**src/rtl/gpio_ctl_if.sv**
```systemverilog
// CPU data bus seen by the GPIO block: address, write strobe/data in, registered read data out.
// The master drives the address and write signals; the slave returns read data one cycle later.
interface gpio_ctl_if;
  logic [15:0] di;
  logic        we;
  logic [15:0] a;
  logic [15:0] wr_dat;

  modport master (input di, output we, output a, output wr_dat);
  modport slave  (output di, input we, input a, input wr_dat);
endinterface

```
**src/rtl/gpio_ctl.sv**
```systemverilog
// Memory-mapped GPIO: LED register, synchronised switches, debounced buttons with sticky W1C events and IRQ.
// Reads return data one cycle after the address is presented; writes act on the strobe edge; never stalls.
module gpio_ctl #(
  parameter int unsigned LED_W           = 8,
  parameter int unsigned SW_W            = 8,
  parameter int unsigned BTN_W           = 4,
  parameter int unsigned DEBOUNCE_CYCLES = 50000,
  parameter int unsigned CNT_W           = 16,
  parameter logic [13:0] ADDR_LED        = 14'h0000,
  parameter logic [13:0] ADDR_SW         = 14'h0002,
  parameter logic [13:0] ADDR_BTN        = 14'h0004,
  parameter logic [13:0] ADDR_EVT        = 14'h0006,
  parameter logic [13:0] ADDR_IEN        = 14'h0008,
  parameter logic [13:0] ADDR_LED_TGL    = 14'h000A
) (
  input  logic             sys_clk,
  input  logic             sys_rst,
  gpio_ctl_if.slave        bus,
  output logic [LED_W-1:0] led,
  input  logic [SW_W-1:0]  sw,
  input  logic [BTN_W-1:0] btn,
  output logic             irq
);

  logic [13:0]      addr;
  logic [SW_W-1:0]  sw_m, sw_s;
  logic [BTN_W-1:0] btn_m, btn_s, stable, evt, ien;
  logic [BTN_W-1:0] accept, rise, evt_clr;
  logic [CNT_W-1:0] cnt [BTN_W];
  logic [15:0]      rd_dat;
  logic             wr_led, wr_tgl, wr_ien, wr_evt;
  logic             unused_bits;

  assign addr        = bus.a[13:0];
  assign unused_bits = ^{bus.a[15:14], bus.wr_dat};

  always_ff @(posedge sys_clk) begin
    if (sys_rst) begin
      sw_m  <= '0;
      sw_s  <= '0;
      btn_m <= '0;
      btn_s <= '0;
    end else begin
      sw_m  <= sw;
      sw_s  <= sw_m;
      btn_m <= btn;
      btn_s <= btn_m;
    end
  end

  // A button's new level is accepted on the cycle its run of differing samples reaches DEBOUNCE_CYCLES.
  always_comb begin
    accept = '0;
    for (int i = 0; i < BTN_W; i++)
      accept[i] = (btn_s[i] != stable[i]) && (cnt[i] == CNT_W'(DEBOUNCE_CYCLES - 1));
  end

  assign rise = accept & btn_s;

  always_ff @(posedge sys_clk) begin
    if (sys_rst) begin
      stable <= '0;
      for (int i = 0; i < BTN_W; i++)
        cnt[i] <= '0;
    end else begin
      stable <= stable ^ accept;
      for (int i = 0; i < BTN_W; i++) begin
        if ((btn_s[i] == stable[i]) || accept[i])
          cnt[i] <= '0;
        else
          cnt[i] <= cnt[i] + CNT_W'(1);
      end
    end
  end

  assign wr_led  = bus.we && (addr == ADDR_LED);
  assign wr_tgl  = bus.we && (addr == ADDR_LED_TGL);
  assign wr_ien  = bus.we && (addr == ADDR_IEN);
  assign wr_evt  = bus.we && (addr == ADDR_EVT);
  assign evt_clr = wr_evt ? bus.wr_dat[BTN_W-1:0] : '0;

  // Event set is ORed in after the clear so a same-cycle W1C cannot lose a fresh edge.
  always_ff @(posedge sys_clk) begin
    if (sys_rst) begin
      led <= '0;
      ien <= '0;
      evt <= '0;
      irq <= 1'b0;
    end else begin
      if (wr_led)
        led <= bus.wr_dat[LED_W-1:0];
      else if (wr_tgl)
        led <= led ^ bus.wr_dat[LED_W-1:0];
      if (wr_ien)
        ien <= bus.wr_dat[BTN_W-1:0];
      evt <= (evt & ~evt_clr) | rise;
      irq <= |(evt & ien);
    end
  end

  always_comb begin
    rd_dat = '0;
    case (addr)
      ADDR_LED: rd_dat[LED_W-1:0] = led;
      ADDR_SW:  rd_dat[SW_W-1:0]  = sw_s;
      ADDR_BTN: rd_dat[BTN_W-1:0] = stable;
      ADDR_EVT: rd_dat[BTN_W-1:0] = evt;
      ADDR_IEN: rd_dat[BTN_W-1:0] = ien;
      default:  rd_dat = '0;
    endcase
  end

  always_ff @(posedge sys_clk) begin
    if (sys_rst)
      bus.di <= '0;
    else
      bus.di <= rd_dat;
  end

endmodule

```
**src/flat_wrapper.sv**
```systemverilog
// flat-port wrapper written by rule: the top's interface ports become plain ports
module gpio_ctl_flat 
#(
  parameter int unsigned LED_W           = 8,
  parameter int unsigned SW_W            = 8,
  parameter int unsigned BTN_W           = 4,
  parameter int unsigned DEBOUNCE_CYCLES = 50000,
  parameter int unsigned CNT_W           = 16,
  parameter logic [13:0] ADDR_LED        = 14'h0000,
  parameter logic [13:0] ADDR_SW         = 14'h0002,
  parameter logic [13:0] ADDR_BTN        = 14'h0004,
  parameter logic [13:0] ADDR_EVT        = 14'h0006,
  parameter logic [13:0] ADDR_IEN        = 14'h0008,
  parameter logic [13:0] ADDR_LED_TGL    = 14'h000A
)
  (sys_clk, sys_rst, led, sw, btn, irq, bus_di, bus_we, bus_a, bus_wr_dat);
  gpio_ctl_if bus_i ();
  input  logic sys_clk;
  input  logic sys_rst;
  output logic [LED_W-1:0] led;
  input  logic [SW_W-1:0] sw;
  input  logic [BTN_W-1:0] btn;
  output logic irq;
  output wire logic [$bits(bus_i.di)-1:0] bus_di;
  input wire logic [$bits(bus_i.we)-1:0] bus_we;
  input wire logic [$bits(bus_i.a)-1:0] bus_a;
  input wire logic [$bits(bus_i.wr_dat)-1:0] bus_wr_dat;
  assign bus_di = bus_i.di;
  assign bus_i.we = bus_we;
  assign bus_i.a = bus_a;
  assign bus_i.wr_dat = bus_wr_dat;
  gpio_ctl #(.LED_W(LED_W), .SW_W(SW_W), .BTN_W(BTN_W), .DEBOUNCE_CYCLES(DEBOUNCE_CYCLES), .CNT_W(CNT_W), .ADDR_LED(ADDR_LED), .ADDR_SW(ADDR_SW), .ADDR_BTN(ADDR_BTN), .ADDR_EVT(ADDR_EVT), .ADDR_IEN(ADDR_IEN), .ADDR_LED_TGL(ADDR_LED_TGL)) u_core (.sys_clk(sys_clk), .sys_rst(sys_rst), .bus(bus_i), .led(led), .sw(sw), .btn(btn), .irq(irq));
endmodule
```
**config.mk**
```make
export PLATFORM = sky130hd
export DESIGN_NAME = gpio_ctl_flat
export DESIGN_NICKNAME = d
export VERILOG_FILES = /design/src/rtl/gpio_ctl_if.sv /design/src/rtl/gpio_ctl.sv /design/src/flat_wrapper.sv
export SDC_FILE = /design/constraint.sdc
export NUM_CORES = 1
export LEC_CHECK = 0
export CAP_MARGIN = 25
export CORE_MARGIN = 2
export CORE_UTILIZATION = 45
export CTS_BUF_LIST = sky130_fd_sc_hd__clkbuf_2
export DETAILED_ROUTE_END_ITERATION = 10
export PLACE_DENSITY = 0.7
export SYNTH_ARGS = -nofsm -noshare
export SYNTH_HDL_FRONTEND = slang
export SYNTH_SLANG_ARGS = --single-unit
```
**constraint.sdc**
```tcl
create_clock -name sys_clk -period 1.94 [get_ports sys_clk]
set_input_delay 0.388 -clock sys_clk [delete_from_list [all_inputs] [get_ports sys_clk]]
set_output_delay 0.388 -clock sys_clk [all_outputs]
set_load 0.05 [all_outputs]
```
==> summary.md <==
| Metric | Value |
|---|---|
| Outcome | `finished, final reports clean` |
| Crit path max fanout | `8` |
| Max Slew Vio Count | `0` |
| RSZ-0062 raised after global routing | `yes` |
| Max-cap viol count | `0` |
| Pwr Density | `663 mW/mm²` |
| Worst rel slew slack | `0.653` |
| Global Route Usage Sum | `0.162` |
| Setup TNS | `0 ps` |
| Fin crit period | `1910 ps` |
| Crit end category | `register` |
| Antenna cells | `0` |
| CTS Buf Count | `17` |
| Slew @ Worst Pin | `519 ps` |
| Highest attainable clock frequency | `523 MHz` |
| # rows | `40` |
| Worst R2R Start | `u_core.cnt[0][53]$_SDFFCE_PN0P_` |
| Post-route ant nets | `0` |
| Setup WS post-layout | `28.2 ps` |
| Ys flop type | `edfxtp_1` |
| CP Depth | `5` |
| Final Hold Vio Count | `0` |
| Worst hold slack | `81.6 ps` |
| Die Span Y | `115 µm` |
| FILL cells | `1044` |
| DR iter-0 viols | `221` |
| Initial cell density of the core | `0.461` |
| Buf+Inv Stages, Crit Path | `1` |
| Cell variety after synth | `42` |
| Final Setup Violations | `0` |
| LEAKAGE | `2.66 nW` |
| Total die area | `0.0132 mm²` |
| Final Skew | `25.2 ps` |
| I/O pin count | `72` |
| Placed cell area | `0.00660 mm²` |
| CP cell instances | `or4b_4 > nor4_4 > or3_4 > buf_12 > nor2_2` |
| Largest delay share family, worst path | `simple AND/OR/NAND/NOR gates` |
| # nets final | `733` |
| Core box area | `0.0120 mm²` |
| Area Overhead vs Synth | `25.7%` |
| FFs w/ async S/R, synth | `0` |
| Clock Tree Root | `clkbuf_2` |
| Global route total overflow | `0` |
| I/O Buffers | `53` |
| Setup slack, reg-to-reg | `30 ps` |
| DP HPWL | `7500 µm` |
| DR pass1 iterations | `4` |
| Finished Core Util | `0.579` |
| Worst stage delay on the critical path | `560 ps` |
| Max VDD drop | `574 µV` |
| Worst Path Arrival | `2340 ps` |
| Clock transition at path regs | `170 ps` |
| Antenna violations before repair | `0` |
| Max Buffers Root-to-Sink | `2` |
| CTS H-tree lvls | `4` |
| Setup WS pre-CTS | `-312 ps` |
| CP startpoint kind | `register` |
| Via density | `4.78` |
| Critical path's slowest cell | `or4b_4` |
| First-pass GRT wire length | `16700 µm` |
| Top-area cell type share of the netlist area | `0.349` |
| Die Wd | `115 µm` |
| WL final | `10200 µm` |
| Clock sinks | `117` |
| HP Class | `input port to register` |
| Critical path type | `register to register` |
| Mean Syn Cell Area | `10.5 µm²` |
| CP startpoint | `u_core.cnt[0][53]$_SDFFCE_PN0P_` |
| Ratio of final minimum period to clock period | `0.985` |
| R2r endpoint | `u_core.cnt[0][63]$_SDFFCE_PN0P_` |
| Routed WL per cell | `12.1 µm` |
| Req. time, crit path | `2370 ps` |
| Vias in the first global route | `3734` |
| Post-synth EDFFs | `64` |
| RD Place Congestion | `0.862` |
| Synth Cell Area | `0.00551 mm²` |
| Crit path to | `u_core.cnt[0][63]$_SDFFCE_PN0P_` |
| Final instance area | `0.00693 mm²` |
| Via count | `4021` |
| Largest net degree at the start of global routing | `33` |
| Yosys reg bits | `117` |
| Top post-synthesis cells by area | `edfxtp_1 (35%), dfxtp_1 (19%), nor2_1 (7.5%)` |
| Mapped Cells | `526` |
| Synth warnings | `0` |
| Worst-Skew Late Latency | `660 ps` |
| DRC | `0` |
| CTS tree | `done` |
| R2R cell count | `5` |
| Layout cells sized above 1 | `0.165` |
| Cell taking the most area after synthesis | `edfxtp_1` |
| Post-synthesis sequential area ratio | `0.541` |
==> state kept, by name (all words and copies together), names as in the netlist, named ones only <==
register       count
u_core.btn_m       4
u_core.btn_s       4
u_core.bus.di      8
u_core.cnt        64
u_core.evt         4
u_core.ien         4
u_core.irq         1
u_core.led         8
u_core.sw_m        8
u_core.sw_s        8
==> logic make-up after synthesis <==
kind of cell | count (synthesis) | share of synthesized area
buf+inv | 36 | 0.0352
other cells | 2 | 0.00136
xor+xnor | 67 | 0.106
simple gates | 262 | 0.246
flops | 117 | 0.541
mux | 20 | 0.0372
compound gates | 18 | 0.0234
fa+ha+maj | 4 | 0.00908
==> metrics by stage <==
step	cells	total power, W
after floorplan	596	0.00300
after global placement	803	0.00313
after detailed placement	803	0.00314
after CTS	835	0.00463
after global routing	842	0.00480
final	842	0.00459
==> cell usage after synthesis (all sizes together), types with 3 or more instances <==
cell type / instances
nor4b: 5
mux2i: 16
nand4: 12
nor2: 110
buf: 16
xnor2: 32
inv: 8
edfxtp: 64
xor2: 35
clkbuf: 12
nand2b: 8
nand2: 20
a21oi: 5
nor2b: 30
and3: 7
nor3: 8
and4: 10
a31o: 3
a221oi: 4
mux2: 4
nand3: 32
dfxtp: 53
or4b: 3
ha: 4
or3: 3
nor4: 3
==> worst min path at each step <==
stage                                     from                    endpoint  depth (start not counted)
floorplan           u_core.btn_m[0]$_SDFF_PP0_  u_core.btn_s[0]$_SDFF_PP0_                          1
global placement     u_core.sw_m[5]$_SDFF_PP0_   u_core.sw_s[5]$_SDFF_PP0_                          1
detailed placement   u_core.sw_m[4]$_SDFF_PP0_   u_core.sw_s[4]$_SDFF_PP0_                          1
CTS                                    sys_rst  u_core.btn_s[3]$_SDFF_PP0_                          2
global route                           sys_rst                    register                          2
finish                                 sys_rst                    register                          2
==> layout by cell type, fill, tap and decap left out, drive strengths merged, types with 3 or more instances in the layout <==
cell type      count
nor2             110
conb              72
edfxtp            64
dfxtp             53
buf               47
xor2              35
clkdlybuf4s50     35
xnor2             32
nand3             32
nor2b             30
clkbuf            23
nand2             20
mux2i             16
nand4             12
and4              10
inv                9
nand2b             8
clkdlybuf4s15      8
nor3               8
clkinv             8
and3               7
a21oi              5
nor4b              5
mux2               4
a221oi             4
ha                 4
a31o               3
clkinvlp           3
or4b               3
or3                3
nor4               3
==> what timing repair did <==
| action | CTS | global route |
|---|---|---|
| buffers inserted | 0 | 6 |
| gates resized for setup | 38 | 23 |
| gates cloned | 0 | 1 |
| endpoints found under the setup margin | 14 | 54 |
| pin swaps | 0 | 3 |
| hold buffers | 0 | 0 |
==> where the power goes <==
part | switching [W] | internal (W) | leakage (nW)
registers | 0.0000645 | 0.00269 | 1.09
clock network | 0.000908 | 0.000583 | 0.135
logic | 0.000174 | 0.000173 | 1.44
total | 0.00115 | 0.00345 | 2.66
==> routing by layer <==
metal | global-route usage | routed length (µm) | vias up
met5 | 0 | 0 | -
met4 | 0.0683 | 180 | 0
met3 | 0.0503 | 336 | 20
met2 | 0.261 | 4910 | 65
met1 | 0.203 | 4770 | 1881
li1 | - | - | 2055
==> layout make-up <==
| cell class | instances | area (µm²) | share of cell area |
|---|---|---|---|
| Clock buffer | 18 | 90.1 | 0.0130 |
| Clock inverter | 14 | 136 | 0.0197 |
| Inverter | 8 | 30.0 | 0.00433 |
| Multi-Input combinational cell | 443 | 2650 | 0.382 |
| Sequential cell | 117 | 2980 | 0.431 |
| Tap cell | 147 | 184 | 0.0265 |
| Timing Repair Buffer | 95 | 856 | 0.124 |
==> worst register-to-register path: stages (launching register included) <==
cell and delay [ps]:
edfxtp_1 490, or4b_4 560, nor4_4 250, or3_4 210
buf_12 140, nor2_2 50
Power figures use the tool's default switching activity.
